$ cat src/rtl/intr_arbiter.sv
// intr_arbiter
//   Arbitrates the four interrupt sources of the pipelined core and sequences
//   trap entry into the CSR register file. Each source's rising edge is captured
//   into a pending bit. Pending bits are qualified by the per-source masks and the
//   global enable. One trap request at a time goes out over a req/ack handshake,
//   and the granted source stays in service until the handler executes mret.
//
// Ports
//   clk         core clock
//   rst         asynchronous reset, active-high
//   e_inter     external interrupt line   (src 0, rising edge captured)
//   t_inter     timer interrupt line      (src 1, rising edge captured)
//   tx_intr     UART TX-done interrupt    (src 2, rising edge captured)
//   rx_intr     UART RX-ready interrupt   (src 3, rising edge captured)
//   mie         global interrupt enable
//   src_mask    per-source enable, bit i = src i
//   stall       pipeline stall; a new request is not raised while high
//   trap_ack    CSR file accepted the trap
//   is_mret     mret reached the execute stage
//   trap_req    trap request to the CSR file
//   trap_cause  mcause of the current/last granted source
//   trap_id     index of the current/last granted source
//   pending     latched pending bits
//   in_service  a handler is running
//
// Configuration
//   INTR_RR_PRIO_EN defined   : round-robin priority. The search starts at a
//                               pointer that moves past each acknowledged source.
//   INTR_RR_PRIO_EN undefined : fixed priority, src0 > src1 > src2 > src3.

module intr_arbiter #(
    parameter logic [31:0] CAUSE_EXT   = 32'h8000_000B,
    parameter logic [31:0] CAUSE_TMR   = 32'h8000_0007,
    parameter logic [31:0] CAUSE_UTX   = 32'h8000_0010,
    parameter logic [31:0] CAUSE_URX   = 32'h8000_0011,
    parameter int          ACK_TIMEOUT = 16
) (
    input  logic        clk,
    input  logic        rst,
    input  logic        e_inter,
    input  logic        t_inter,
    input  logic        tx_intr,
    input  logic        rx_intr,
    input  logic        mie,
    input  logic [3:0]  src_mask,
    input  logic        stall,
    input  logic        trap_ack,
    input  logic        is_mret,
    output logic        trap_req,
    output logic [31:0] trap_cause,
    output logic [1:0]  trap_id,
    output logic [3:0]  pending,
    output logic        in_service
);

    typedef enum logic [1:0] {
        IDLE    = 2'd0,
        REQ     = 2'd1,
        SERVICE = 2'd2
    } state_t;

    localparam logic [7:0] ACK_LAST = 8'(ACK_TIMEOUT - 1);

    state_t      state;
    state_t      state_next;
    logic [3:0]  src_now;
    logic [3:0]  src_prev;
    logic [3:0]  src_rise;
    logic [3:0]  eligible;
    logic [3:0]  clear_mask;
    logic [7:0]  ack_count;
    logic        ack_take;
    logic        grant_valid;
    logic [1:0]  grant_id;

    function automatic logic [31:0] cause_of(input logic [1:0] id);
        case (id)
            2'd0:    cause_of = CAUSE_EXT;
            2'd1:    cause_of = CAUSE_TMR;
            2'd2:    cause_of = CAUSE_UTX;
            default: cause_of = CAUSE_URX;
        endcase
    endfunction

    assign src_now  = {rx_intr, tx_intr, t_inter, e_inter};
    assign src_rise = src_now & ~src_prev;
    assign eligible = pending & src_mask & {4{mie}};
    // An ack counts only while a request is outstanding. Stray acks are ignored.
    assign ack_take = (state == REQ) && trap_ack;
    assign clear_mask = ack_take ? (4'b0001 << trap_id) : 4'b0000;

    assign trap_req   = (state == REQ);
    assign in_service = (state == SERVICE);

`ifdef INTR_RR_PRIO_EN
    logic [1:0] rr_ptr;
    logic [1:0] rr_cand;

    // Round-robin search: first eligible source at or after the pointer, wrapping 3->0.
    always_comb begin
        grant_valid = 1'b0;
        grant_id    = rr_ptr;
        rr_cand     = rr_ptr;
        for (int k = 0; k < 4; k++) begin
            rr_cand = rr_ptr + 2'(k);
            if (!grant_valid && eligible[rr_cand]) begin
                grant_valid = 1'b1;
                grant_id    = rr_cand;
            end
        end
    end

    // The pointer moves just past the source whose trap was accepted.
    always_ff @(posedge clk or posedge rst) begin
        if (rst) begin
            rr_ptr <= 2'd0;
        end else if (ack_take) begin
            rr_ptr <= trap_id + 2'd1;
        end
    end
`else
    // Fixed priority: the lowest-numbered eligible source wins.
    always_comb begin
        grant_valid = |eligible;
        grant_id    = 2'd0;
        if (eligible[0]) begin
            grant_id = 2'd0;
        end else if (eligible[1]) begin
            grant_id = 2'd1;
        end else if (eligible[2]) begin
            grant_id = 2'd2;
        end else if (eligible[3]) begin
            grant_id = 2'd3;
        end
    end
`endif

    // State register
    always_ff @(posedge clk or posedge rst) begin
        if (rst) begin
            state <= IDLE;
        end else begin
            state <= state_next;
        end
    end

    // Next-state logic. An outstanding request is never withdrawn because a
    // mask or mie change occurs. Only an ack or the timeout ends it.
    always_comb begin
        state_next = state;
        case (state)
            IDLE: begin
                if (grant_valid && !stall) begin
                    state_next = REQ;
                end
            end
            REQ: begin
                if (trap_ack) begin
                    state_next = SERVICE;
                end else if (ack_count == ACK_LAST) begin
                    state_next = IDLE;
                end
            end
            SERVICE: begin
                if (is_mret) begin
                    state_next = IDLE;
                end
            end
            default: state_next = IDLE;
        endcase
    end

    // Ack-wait counter. It runs only while the request stays outstanding.
    always_ff @(posedge clk or posedge rst) begin
        if (rst) begin
            ack_count <= 8'd0;
        end else if ((state == REQ) && (state_next == REQ)) begin
            ack_count <= ack_count + 8'd1;
        end else begin
            ack_count <= 8'd0;
        end
    end

    // Winner is latched on the grant edge and frozen until the next grant.
    always_ff @(posedge clk or posedge rst) begin
        if (rst) begin
            trap_id    <= 2'd0;
            trap_cause <= 32'd0;
        end else if ((state == IDLE) && (state_next == REQ)) begin
            trap_id    <= grant_id;
            trap_cause <= cause_of(grant_id);
        end
    end

    // Edge history and pending capture. A new edge overrides a clear on the same cycle.
    always_ff @(posedge clk or posedge rst) begin
        if (rst) begin
            src_prev <= 4'd0;
            pending  <= 4'd0;
        end else begin
            src_prev <= src_now;
            pending  <= (pending & ~clear_mask) | src_rise;
        end
    end

endmodule

$ cat config.mk
export PLATFORM = sky130hd
export DESIGN_NAME = intr_arbiter
export DESIGN_NICKNAME = d
export VERILOG_FILES = /design/src/rtl/intr_arbiter.sv
export SDC_FILE = /design/constraint.sdc
export NUM_CORES = 1
export LEC_CHECK = 0
export CAP_MARGIN = 20
export CORE_AREA = 10 10 65 67
export DETAILED_ROUTE_END_ITERATION = 7
export DIE_AREA = 0 0 75 77
export PLACE_DENSITY = 0.81
export SLEW_MARGIN = 20
export SYNTH_ARGS = -nofsm -noshare
export SYNTH_HDL_FRONTEND = slang
export SYNTH_SLANG_ARGS = --single-unit
$ cat constraint.sdc
create_clock -name clk -period 3.55 [get_ports clk]
set_input_delay 0.8875 -clock clk [delete_from_list [all_inputs] [get_ports clk]]
set_output_delay 0.8875 -clock clk [all_outputs]
set_load 0.02 [all_outputs]
# Yosys cells after proc, flatten, opt, wreduce, memory -nomap -nowiden
# Index checks and enable logic that the tools add are counted.
[totals]
reg_bits = 52
input_bits = 14
wordCells = 41
[op_classes]
addsub = 1
eq_ne = 6
shift = 1
n_mux = 12
bitwise = 7
n_reduce_logical = 8
[op_table]
columns = ["operator", "count"]
rows = [
  ["$and A4 B4 Y4", 4],
  ["$mux W2", 8],
  ["$pmux W5 S3", 1],
  ["$add A8 B1 Y8 const B", 1],
  ["$eq A8 B4 Y1 const B", 1],
  ["$mux W8", 1],
  ["$not A4 Y4", 2],
  ["$eq A2 B1 Y1 const B", 3],
  ["$pmux W2 S3", 1],
  ["$eq A2 B2 Y1 const B", 2],
  ["$logic_and A1 B1 Y1", 4],
  ["$logic_not A2 Y1", 2],
  ["$mux W4", 1],
  ["$or A4 B4 Y4", 1],
  ["$reduce_or A4 Y1", 1],
  ["$shl A1 B2 Y4 const A", 1],
  ["$logic_not A1 Y1", 1],
]

# Depth between registers and ports, before layout
# Gate-level depths: netlist (run 1).
[depth]
word_depth = 9
mapped_depth = 5
mapped_depth_nobuf = 5

# Worst setup path after synthesis (run 1)
# No wires, ideal clock.
[synth_path]
path_type = "input to register"
startpoint = "input stall"
endpoint = "register trap_cause[3]"
arrival_ns = 1.808
setup_slack_ns = 1.621
path_stages = 3
path_buffers = 0
path_cell_list = "or4b_4 -> a21o_4 -> a22o_1"
[synth_between]
elab_chain_cells = 6
[synth_rtl]
columns = ["item", "line_no", "text"]
rows = [
  ["from (decl)", "46", "input logic stall,"],
  ["$logic_not A1 Y1", "153", "if (grant_valid && !stall) begin"],
  ["$logic_and A1 B1 Y1", "153", ""],
  ["$mux W2", "153", ""],
  ["$pmux W2 S3", "151", "case (state)"],
  ["$eq A2 B1 Y1", "189", "end else if ((state == IDLE) && (state_next == REQ)) begin"],
  ["$logic_and A1 B1 Y1", "189", ""],
  ["to (signal assigned)", "191", "trap_cause <= cause_of(grant_id);"],
  ["to (decl)", "50", "output logic [31:0] trap_cause,"],
]
# Every way passes these cells.
# A chain may end at the register's enable or synchronous reset.

# Worst setup path in the final report (run 1)
[layout_path]
startpoint = "register state[0]"
endpoint = "output trap_req"
[layout_between]
elab_chain_cells = 1
[layout_rtl]
columns = ["item", "line_no", "text"]
rows = [
  ["from (decl)", "64", "state_t state;"],
  ["from (signal assigned)", "143", "state <= state_next;"],
  ["$eq A2 B1 Y1", "92", "assign trap_req = (state == REQ);"],
  ["to (decl)", "49", "output logic trap_req,"],
]
# Every way passes these cells.

==> results of run 1 <==
path summary, 6_finish.rpt:
| check | from | to |
|---|---|---|
| worst max-delay path | state[0] | trap_req |
| worst min-delay path | src_prev[3] | pending[3] |
| worst max register to register | state[0] | trap_cause[3] |
| worst min register to register | src_prev[3] | pending[3] |
| max in group asynchronous | rst | trap_cause[1] |
| min in group asynchronous | rst | src_prev[3] |
cells by family (layout without fill, tap and decap cells):
logic type | Yosys count | in the layout
and+or+nand+nor | 38 | 38
buffers and inverters | 37 | 43
DFF | 26 | 26
AOI/OAI and AO/OA | 24 | 24
xor gates and xnor gates | 3 | 3
adders and majority gates | 1 | 1
other | 1 | 26
cell type report:
class	instances	share of cell area, %
tap	33	2.66
multi-input combinational	92	31.2
timing repair buffer	28	19.2
clock buffer	4	2.34
sequential	26	42.0
inverter	11	2.66
state kept, by name (all words and copies together) (netlist names):
register    flops
ack_count       8
pending         4
trap_id         2
src_prev        4
trap_cause      6
state           2
critical path, delay by kind of cell (launching register included):
family	cells	cell delay, ns
flip-flops	1	0.41
AND/OR/NAND/NOR	1	0.28
buffers and inverters	1	0.68
metrics by stage:
stage / power, W / hold WS, ns / area (um^2) / utilization, %
after global placement: 0.000658 / 0.403 / 1490 / 49.9
after detailed placement: 0.000668 / 0.423 / 1490 / 49.9
after CTS: 0.000815 / 0.442 / 1520 / 51.1
final: 0.000810 / 0.434 / 1550 / 52.1
after global routing: 0.000861 / 0.469 / 1550 / 52.1
after floorplan: 0.000552 / 0.400 / 1370 / -
power by group through the flow:
stage / Clock [W] / Sequential (W) / Combinational (W)
floorplan: 0 / 0.000427 / 0.000125
global placement: 0 / 0.000387 / 0.000271
detailed placement: 0 / 0.000391 / 0.000277
CTS: 0.000152 / 0.000385 / 0.000278
global route: 0.000166 / 0.000393 / 0.000302
finish: 0.000147 / 0.000385 / 0.000279
synthesized netlist by cell type (all sizes together), types with 2 or more instances:
master / count / area, um^2
dfrtp: 26 / 651
buf: 26 / 195
nand4: 2 / 12.5
nand2: 9 / 33.8
nor2: 12 / 45.0
nand2b: 3 / 18.8
xnor2: 2 / 17.5
o31ai: 2 / 15.0
a22oi: 2 / 15.0
nand3: 3 / 15.0
nor3: 2 / 10.0
inv: 10 / 37.5
a21oi: 4 / 20.0
o21ai: 11 / 55.1
metal layers:
layer / vias to the layer above / wire [um] / share of wire, %
met5: - / 0 / 0
met3: 2 / 295 / 10
met1: 450 / 1050 / 37
met2: 36 / 1490 / 52
met4: 0 / 25 / 0.88
li1: 445 / - / -
==> impl_metrics.csv, run 1 <==
group,metric,value,unit
clock_network,root_buffer,"clkbuf_4",
power,intPower,0.000528,W
clock_network,cts_buffer_depth,2,
place,gp_congestion,0.762,
cells_and_area,multi_input_area,483,um^2
min_path,hold_path_depth,1,
yosys,syn_avg_cell_area,9.82,um^2
detailed_routing,detail_route.wl_per_cell,14.7,um
job,cap_violations,0,
place,numPortBuffers,27,
min_path,hp-class,"reg2reg",
worst_setup_path,ff2ff_path_depth,3,
cells_and_area,layout.nets,177,
clock_network,clk_latency,0.32,ns
timing,setup_ws,0.978,ns
worst_setup_path,worstPathCellList,"nor2b_1 > clkdlybuf4s50_1",
global_routing,grt_util_met1,10.7,%
timing,fin_setup_tns,0,ns
power,max-vdd-ir-drop,0.320,mV
power,p_per_area,523,nW/um^2
cells_and_area,seqCellArea,651,um^2
worst_setup_path,max_stage_delay,0.68,ns
yosys,synth-seq-area-share,51.0,%
power,pwr-share-seq,47.5,%
worst_setup_path,cp-start-kind,"flip-flop",
yosys,syn-cell-area,1280,um^2
detailed_routing,firstDrtPassIters,4,
timing,fin_worst_skew,0.00147,ns
power,p_leak,0.708,nW
die,die_w,75,um
cells_and_area,layout-drive-gt1-share,4.35,%
yosys,yosys_warnings,0,
cells_and_area,fillers,295,
power,power_switching,0.000282,W
timing,setup_viol,0,
worst_setup_path,crit_type,"reg2out",
timing,fin_crit_sh,72.5,%
worst_setup_path,crit_slowest_cell,"clkdlybuf4s50_1",
global_routing,use_met3,4.89,%
timing,hold_viol,0,
global_routing,grt_pass1_wl,4.62,mm
worst_setup_path,critPathMaxFanout,4,
clock_network,htreeDepth,1,
worst_setup_path,cp-end-kind,"output pin",
detailed_routing,via_count,933,
yosys,yosysUniqueCellTypes,30,
place,placedCellCount,189,
die,die_area,5780,um^2
detailed_routing,final_antenna_net_count,0,
yosys,synthFlopType,"dfrtp_1",
die,start_util,42.9,%
cells_and_area,syn_to_final_growth,21.5,%
power,p_sw_share,34.8,%
yosys,synth_edf_count,0,
clock_network,clock_sinks,26,
worst_setup_path,worstPathRequired,2.66,ns
power,clkPwrFrac,18.1,%
clock_network,cts_setup_buffers,0,
global_routing,gr-max-usage-layer,"met2",
global_routing,met2_usage,17.1,%
yosys,synth_adder_area_share,0.980,%
detailed_routing,totalWireLength,2.85,mm
global_routing,grt_antenna_before_repair,0,
yosys,synth_mux_area_share,0,%
cells_and_area,layout_commonest_cell,"clkdlybuf4s50_1",
detailed_routing,via_per_inst,4.81,
place,place_hpwl,2.40,mm
clock_network,cts_tree,"yes",
yosys,synthCells,130,
global_routing,grt_max_degree,27,
yosys,yosys.area_share.simple,14.8,%
global_routing,grt_use_total,10.1,%
detailed_routing,drt_iter0_markers,48,
die,rows,20,
timing,max_slew_margin,66.5,%
timing,tightestPinTransition,0.498,ns
timing,drv_slew,0,
yosys,synth_compound_area_share,12.4,%
timing,fmax,389,MHz
global_routing,first_global_vias,975,
clock_network,cts_resized,0,
die,ios,54,
yosys,ys_ff_latch,26,
die,dieHeight,77,um
cells_and_area,layout_common_cells,"clkdlybuf4s50_1 (27), conb_1 (26), dfrtp_1 (26), nor2_1 (12), o21ai_0 (11)",
cells_and_area,n_antenna_cell,0,
clock_network,cts-buffers-inserted,3,
timing,finalCriticalPeriod,2.57,ns
place,place_ws,1.09,ns
clock_network,holdBufCountCts,0,
cells_and_area,instances_no_fill,194,
global_routing,grt_overflow_total,0,
yosys,synth-xor-area-share,2.06,%
power,share_comb_of_total_power,34.4,%
yosys,synth_top_family_by_area,"buffers and inverters",
detailed_routing,drcViolationCount,0,
run_status,run_status,"complete, no violations",
clock_network,clkTransAtPathRegs,0.13,ns
yosys,async_flop_share,100,%
worst_setup_path,reg2reg_slack,1.99,ns
die,coreArea,2980,um^2
worst_setup_path,arrival,1.68,ns
timing,rsz0062_at_grt,"false",
Power figures use the tool's default switching activity.
==> run 2: changes to the inputs <==
--- a/config.mk
+++ b/config.mk
@@ -6,10 +6,10 @@
 export NUM_CORES = 1
 export LEC_CHECK = 0
 export CAP_MARGIN = 20
-export CORE_AREA = 10 10 65 67
+export CORE_AREA = 10 10 69 71
 export DETAILED_ROUTE_END_ITERATION = 7
-export DIE_AREA = 0 0 75 77
-export PLACE_DENSITY = 0.81
+export DIE_AREA = 0 0 79 81
+export PLACE_DENSITY = 0.74
 export SLEW_MARGIN = 20
 export SYNTH_ARGS = -nofsm -noshare
 export SYNTH_HDL_FRONTEND = slang
==> constraint.sdc (replaced) <==
create_clock -name clk -period 2.2 [get_ports clk]
set_input_delay 0.55 -clock clk [delete_from_list [all_inputs] [get_ports clk]]
set_output_delay 0.55 -clock clk [all_outputs]
set_load 0.02 [all_outputs]
==> run 2 against run 1 <==
Effect of this change: first-iteration DRC count is 60% lower; global-route usage down 1.4 points; via count shrank 4.7%; register-to-register slack lost 1.3 ns; largest power group unchanged; highest routed layer unchanged.
==> impl_metrics.csv, run 2 (same netlist as run 1, synthesis figures left out) <==
group,metric,value,unit
clock_network,clk_latency,0.32,ns
worst_setup_path,ff2ff_path_depth,3,
detailed_routing,final_antenna_net_count,0,
global_routing,grt_antenna_before_repair,0,
die,die_area,6400,um^2
timing,rsz0062_at_grt,"false",
detailed_routing,totalWireLength,2.65,mm
place,numPortBuffers,27,
global_routing,grt_use_total,8.71,%
global_routing,first_global_vias,924,
die,coreArea,3520,um^2
timing,setup_viol,0,
run_status,run_status,"complete, no violations",
cells_and_area,reg.largest.list,"ack_count (8), trap_cause (6)",
global_routing,grt_pass1_wl,4.51,mm
timing,setup_ws,0.239,ns
worst_setup_path,critPathMaxFanout,5,
cells_and_area,n_antenna_cell,0,
worst_setup_path,critPathBufInv,1,
clock_network,clkTransAtPathRegs,0.13,ns
clock_network,holdBufCountCts,0,
die,rows,22,
worst_setup_path,arrival,1.41,ns
timing,fin_setup_tns,0,ns
worst_setup_path,crit_type,"reg2out",
cells_and_area,syn_to_final_growth,21.5,%
global_routing,grt_overflow_total,0,
min_path,min_delay_worst_endpoint,"pending[1]",
worst_setup_path,reg2reg_to,"trap_cause[3]",
job,cap_violations,0,
cells_and_area,layout.nets,177,
worst_setup_path,timing.rr.start,"state[0]",
die,ios,54,
cells_and_area,layout_common_cells,"conb_1 (26), dfrtp_1 (26), clkdlybuf4s50_1 (25), nor2_1 (12), o21ai_0 (11)",
place,place_hpwl,2.18,mm
die,start_util,36.2,%
detailed_routing,via_count,889,
worst_setup_path,max_stage_delay,0.64,ns
timing,fin_worst_skew,0.00273,ns
worst_setup_path,cp-start-kind,"flip-flop",
min_path,hold_path_depth,1,
power,p_leak,0.720,nW
timing,hold_viol,0,
timing,finalCriticalPeriod,1.96,ns
detailed_routing,detail_route.wl_per_cell,12.7,um
clock_network,clock_sinks,26,
detailed_routing,firstDrtPassIters,4,
clock_network,cts-buffers-inserted,3,
die,dieHeight,81,um
worst_setup_path,cp-end-kind,"output pin",
detailed_routing,via_per_inst,4.25,
place,gp_congestion,0.794,
place,place_ws,0.0926,ns
global_routing,grt_max_degree,27,
global_routing,gr-max-usage-layer,"met2",
detailed_routing,drt_iter0_markers,19,
timing,fin_crit_sh,89.1,%
worst_setup_path,worstPathRequired,1.65,ns
min_path,min_from,"src_prev[1]",
timing,drv_slew,0,
clock_network,cts_tree,"yes",
clock_network,root_buffer,"clkbuf_4",
worst_setup_path,worstPathCellList,"clkdlybuf4s50_1",
worst_setup_path,crit_slowest_cell,"clkdlybuf4s50_1",
timing,fmax,510,MHz
cells_and_area,layout-drive-gt1-share,4.35,%
worst_setup_path,reg2reg_slack,0.66,ns
global_routing,grt_util_met1,9.92,%
global_routing,met2_usage,13.5,%
clock_network,htreeDepth,1,
detailed_routing,drcViolationCount,0,
cells_and_area,largest_register_ffs,8,
min_path,hp-class,"reg2reg",
clock_network,cts_buffer_depth,2,
power,p_per_area,832,nW/um^2
power,max-vdd-ir-drop,0.432,mV
worst_setup_path,cpLargestDelayFamily,"buffers and inverters",
cells_and_area,top_register,"ack_count",
die,die_w,79,um
global_routing,use_met3,5.08,%
## run 2: worst max path at each step
stage / cells after the start / to / start
after floorplan: 3 / trap_cause[3] / stall
after global placement: 4 / trap_cause[3] / mie
after detailed placement: 4 / trap_cause[3] / mie
after CTS: 3 / in_service / state[0]
after global routing: 1 / trap_id[1] / trap_id[1]
final: 1 / trap_id[1] / trap_id[1]
## run 2: final cells by class
type	instances	area [um^2]
fillers	357	1970
flip-flops and latches	26	651
multi-input cells	92	483
repair buffers	28	279
well taps	48	60.1
inverters	11	41.3
clock buffers	4	36.3
## run 2: repair_timing
item                                    CTS  global route
endpoints found under the setup margin    1             1
gates resized for setup                   1             1
cloned                                    0             0
hold endpoints to repair                  0             0
setup buffers                             0             0
## run 2: metrics by stage
| step | instance area, um^2 | utilization, % | std cells | power (W) | hold WS (ns) |
|---|---|---|---|---|---|
| after floorplan | 1370 | - | 155 | 0.000891 | 0.400 |
| after global placement | 1510 | 42.9 | 205 | 0.00107 | 0.401 |
| after detailed placement | 1510 | 42.9 | 205 | 0.00107 | 0.415 |
| after CTS | 1550 | 43.9 | 209 | 0.00131 | 0.433 |
| after global routing | 1550 | 44.0 | 209 | 0.00137 | 0.452 |
| final | 1550 | 44.0 | 209 | 0.00129 | 0.429 |
## run 2: power breakdown
part           internal, W  leakage, nW  switching (W)
Sequential        0.000553        0.314      0.0000666
Combinational     0.000190        0.385       0.000245
Clock             0.000101       0.0210       0.000133
Total             0.000845        0.720       0.000445
## run 2: per-layer routing
metal | wire length, um | part of all wire [%] | vias to the layer above
li1 | - | - | 448
met1 | 1090 | 41 | 405
met2 | 1230 | 46 | 34
met3 | 308 | 12 | 2
met4 | 29 | 1.1 | 0
met5 | 0 | 0 | -
==> RTL edit 1: new RTL, flow settings as in run 1 <==
`pending` no longer has a reset.
--- a/src/rtl/intr_arbiter.sv
+++ b/src/rtl/intr_arbiter.sv
@@ -196,11 +196,13 @@
     always_ff @(posedge clk or posedge rst) begin
         if (rst) begin
             src_prev <= 4'd0;
-            pending  <= 4'd0;
         end else begin
             src_prev <= src_now;
-            pending  <= (pending & ~clear_mask) | src_rise;
-        end
+        end
+    end
+
+    always_ff @(posedge clk) begin
+        pending <= (pending & ~clear_mask) | src_rise;
     end
 
 endmodule
Function: changed (Yosys sat finds a counterexample within 4 cycles, from zero or initial values and one cycle with rst high).
==> RTL edit 1 against run 1 <==
Non-clock buffer count is 1 lower; worst hold slack got worse by 0.0029 ns; worst setup slack worse by 0.043 ns; clock power shrank 12%; area after synthesis is 1.6% lower; final area fell by 3.7%; routed wire length is 3.7% lower; global-route usage decreased by 0.85 points; utilization shrank 1.9 points; first-iteration DRC count is 8.3% lower; largest power group unchanged; power shrank 2.6%; die area stayed put; sequential cell count stayed put.
==> RTL edit 1: results (changes against run 1) <==
top_reg_cell synth dfrtp_1 (unchanged); Commonest cells post-synth buf_4 (26), dfrtp_1 (22), nor2_1 (12), o21ai_0 (11), inv_1 (10) (was buf_4 (26), dfrtp_1 (26), nor2_1 (12), o21ai_0 (11), inv_1 (10)); part of the Yosys area used for sequential elements 50.2% (was 51.0%); vias in the first global route 920 (was 975); first-pass GRT wire length 4260 um (was 4620 um); Nets 176 (was 177); Cell variety after synth 31 (was 30); slew at the pin closest to its max-slew limit 0.808 ns (was 0.498 ns); Async SR Flop Fraction 84.6% (was 100%); IO Port Bufs 27 (unchanged); total track usage 9.28% (was 10.1%); DPL Wire Length 2290 um (was 2400 um); pre-CTS setup slack 1.10 ns (was 1.09 ns); final wirelength 2750 um (was 2850 um); status completed (unchanged); P_leak 0.685 nW (was 0.708 nW); RePlAce Congestion 0.763 (was 0.762); Initial DRC Count 44 (was 48); fill count 275 (was 295); largest net degree at the start of global routing 23 (was 27); via-per-instance ratio 4.78 (was 4.81); layout cells sized above 1 3.13% (was 4.35%); DRT Pass-1 Iters 4 (unchanged); VDD IR max 0.273 mV (was 0.320 mV); top cells by area, synth dfrtp_1 (44%), buf_4 (16%), dfxtp_1 (6.4%), o21ai_0 (4.4%), nor2_1 (3.6%) (was dfrtp_1 (51%), buf_4 (15%), o21ai_0 (4.3%), nor2_1 (3.5%), inv_1 (2.9%)); Setup Skew 0.00917 ns (was 0.00147 ns)
-- RTL edit 1: logic make-up after synthesis --
family	Yosys count	share of synthesized area (%)
other cells	1	0.299
xor+xnor	3	2.09
flops	26	50.2
fa+ha+maj	1	0.996
simple gates	38	15.0
buf+inv	37	18.8
compound gates	24	12.5
-- RTL edit 1: cell type report --
type	instances	area (um2)	area share, %
well taps	33	41.3	2.77
clock buffers	4	26.3	1.76
multi-input cells	92	483	32.4
inverters	11	41.3	2.77
repair buffers	27	270	18.1
flip-flops and latches	26	631	42.2
-- RTL edit 1: routing by layer --
metal	vias to the layer above	part of all wire, %	GRT usage, %	wire length, um
met2	36	50	16.3	1390
met3	5	8.6	2.96	237
met1	434	40	10.1	1090
li1	448	-	-	-
met4	0	1.2	2.84	33
met5	-	0	0	0
-- RTL edit 1: path summary, 6_finish.rpt --
check / startpoint / endpoint / slack [ns] / depth (start not counted)
worst max register to register: state[0]$_DFF_PP0_ / trap_cause[3]$_DFFE_PP0P_ / 2.00 / 3
worst min register to register: src_prev[1]$_DFF_PP0_ / pending[1]$_DFF_P_ / 0.43 / 1
worst min-delay path: src_prev[1]$_DFF_PP0_ / pending[1]$_DFF_P_ / 0.43 / 1
min in group asynchronous: rst / trap_cause[31]$_DFFE_PP0P_ / 1.00 / 2
max in group asynchronous: rst / ack_count[1]$_DFF_PP0_ / 2.05 / 2
worst max-delay path: state[0]$_DFF_PP0_ / trap_req / 0.93 / 2
-- RTL edit 1: power breakdown --
part	total (mW)	internal, mW	switching, mW
combinational	0.275	0.120	0.155
clock	0.130	0.0441	0.0859
sequential	0.384	0.343	0.0418
-- RTL edit 1: through the flow --
step / utilization, % / power, mW / cell area, um2 / cells
final: 50.1 / 0.789 / 1490 / 193
after global routing: 50.1 / 0.829 / 1490 / 193
after CTS: 50.1 / 0.794 / 1490 / 193
after detailed placement: 49.2 / 0.667 / 1470 / 189
after global placement: 49.2 / 0.656 / 1470 / 189
after floorplan: - / 0.551 / 1350 / 155
-- RTL edit 1: worst max-delay path, stage by stage, from the launching register on --
cell	delay, ns
dfrtp_1	0.41
nor2b_1	0.31
clkdlybuf4s50_1	0.68
==> RTL edit 2: new RTL, flow settings as in run 1 <==
Without the edit above. The option `INTR_RR_PRIO_EN` is turned on by a define.
--- a/src/rtl/intr_arbiter.sv
+++ b/src/rtl/intr_arbiter.sv
@@ -28,6 +28,8 @@
 //                               pointer that moves past each acknowledged source.
 //   INTR_RR_PRIO_EN undefined : fixed priority, src0 > src1 > src2 > src3.
 
+`define INTR_RR_PRIO_EN
+
 module intr_arbiter #(
     parameter logic [31:0] CAUSE_EXT   = 32'h8000_000B,
     parameter logic [31:0] CAUSE_TMR   = 32'h8000_0007,
Behaviour: not the same (a bounded check fails within 10 cycles, from zero or initial values and one cycle with rst high).
==> RTL edit 2 against run 1 <==
Clock skew up 0.0016 ns; global-route usage up 0.73 points; power up 42%; sequential cell count up 2; combinational power up 67%; critical path type unchanged; critical endpoint unchanged; routed wire length up 16%; utilization up 7.9 points; non-clock buffer count down 1; final area up 15%; highest routed layer unchanged; maximum frequency up 0.59%; worst setup slack better by 0.015 ns; area after synthesis up 20%.
==> RTL edit 2: results (changes against run 1) <==
status completed (unchanged); top cells by area, synth dfrtp_1 (46%), buf_4 (13%), nand2_1 (4.6%), ha_1 (4.1%), nor2_1 (2.7%) (was dfrtp_1 (51%), buf_4 (15%), o21ai_0 (4.3%), nor2_1 (3.5%), inv_1 (2.9%)); Nets 204 (was 177); met2 routed WL 1570 um (was 1490 um); wire per inst 15.2 um (was 14.7 um); largest net degree at the start of global routing 29 (was 27); Setup Skew 0.00306 ns (was 0.00147 ns); first-pass GRT wire length 5130 um (was 4620 um); metal3 WL 392 um (was 295 um); total track usage 10.9% (was 10.1%); Slew HR 62.0% (was 66.5%); Post-Route M1 WL 1320 um (was 1050 um); hold path start src_prev[1]$_DFF_PP0_ (was src_prev[3]$_DFF_PP0_); Slowest Stage Delay on Critical Path 0.65 ns (was 0.68 ns); max reg flops 8 (unchanged); VDD IR max 0.321 mV (was 0.320 mV); Cell variety after synth 37 (was 30); CP max-delay cell clkdlybuf4s50_1 (unchanged); layout cells sized above 1 5.98% (was 4.35%); M3 GR Usage 3.47% (was 4.89%); post-synthesis xor/xnor area fraction 3.42% (was 2.06%); adder-cell share of the synthesized area 4.07% (was 0.980%); vias in the first global route 1168 (was 975); GR Layer Usage met1 11.8% (was 10.7%); post-synthesis compound-gate area fraction 15.4% (was 12.4%); critical path's top delay family buffers and inverters (unchanged); post-synthesis mux area share 0.733% (was 0%); reg2reg start pending[1]$_DFF_PP0_ (was state[0]$_DFF_PP0_); fill count 269 (was 295); RePlAce Congestion 0.896 (was 0.762); P_leak 0.838 nW (was 0.708 nW); R2R cell count 4 (was 3); CTS clock-pin slew for the worst setup and hold paths 0.15 ns (was 0.13 ns); part of the Yosys area used for sequential elements 45.6% (was 51.0%); Commonest cells post-synth dfrtp_1 (28), buf_4 (27), nand2_1 (19), nor2_1 (11), inv_1 (10) (was buf_4 (26), dfrtp_1 (26), nor2_1 (12), o21ai_0 (11), inv_1 (10)); DPL Wire Length 2650 um (was 2400 um); via-per-instance ratio 5.02 (was 4.81); global-route met2 utilization 18.8% (was 17.1%); Initial DRC Count 87 (was 48)
==> RTL edit 2: through the flow <==
| step | setup slack [ns] | area [um2] | total power [mW] | cells |
|---|---|---|---|---|
| 5_1_grt | 0.865 | 1790 | 1.22 | 217 |
| 3_5_place_dp | 0.788 | 1730 | 0.948 | 213 |
| 3_3_place_gp | 0.869 | 1730 | 0.922 | 213 |
| 6_report | 0.993 | 1790 | 1.15 | 217 |
| 4_1_cts | 0.967 | 1790 | 1.16 | 217 |
| 2_1_floorplan | 1.50 | 1630 | 0.768 | 181 |
==> RTL edit 2: final timing paths <==
| kind | slack [ns] | endpoint |
|---|---|---|
| min reg2reg | 0.42 | pending[1]$_DFF_PP0_ |
| max reg2reg | 1.88 | trap_cause[3]$_DFFE_PP0P_ |
| min in group asynchronous | 0.92 | src_prev[3]$_DFF_PP0_ |
| max in group asynchronous | 2.26 | pending[2]$_DFF_PP0_ |
| min | 0.42 | pending[1]$_DFF_PP0_ |
| max | 0.99 | trap_req |
==> RTL edit 2: cell families after synthesis <==
family,count (synthesis)
compound gates,29
xor+xnor,6
fa+ha+maj,5
buf+inv,38
flops,28
mux,1
other cells,1
simple gates,48
==> RTL edit 2: cell type report <==
| class | instances | area (um2) | area share [%] |
|---|---|---|---|
| well taps | 33 | 41.3 | 2.31 |
| multi-input cells | 115 | 684 | 38.3 |
| inverters | 10 | 37.5 | 2.10 |
| clock inverters | 1 | 30.0 | 1.68 |
| flip-flops and latches | 28 | 701 | 39.2 |
| repair buffers | 27 | 270 | 15.1 |
| clock buffers | 3 | 22.5 | 1.26 |
==> RTL edit 2: power by group <==
part / switching (mW) / total (mW) / leakage [nW] / internal [mW]
logic: 0.262 / 0.466 / 0.474 / 0.204
registers: 0.0866 / 0.476 / 0.336 / 0.389
clock network: 0.0910 / 0.205 / 0.0279 / 0.114
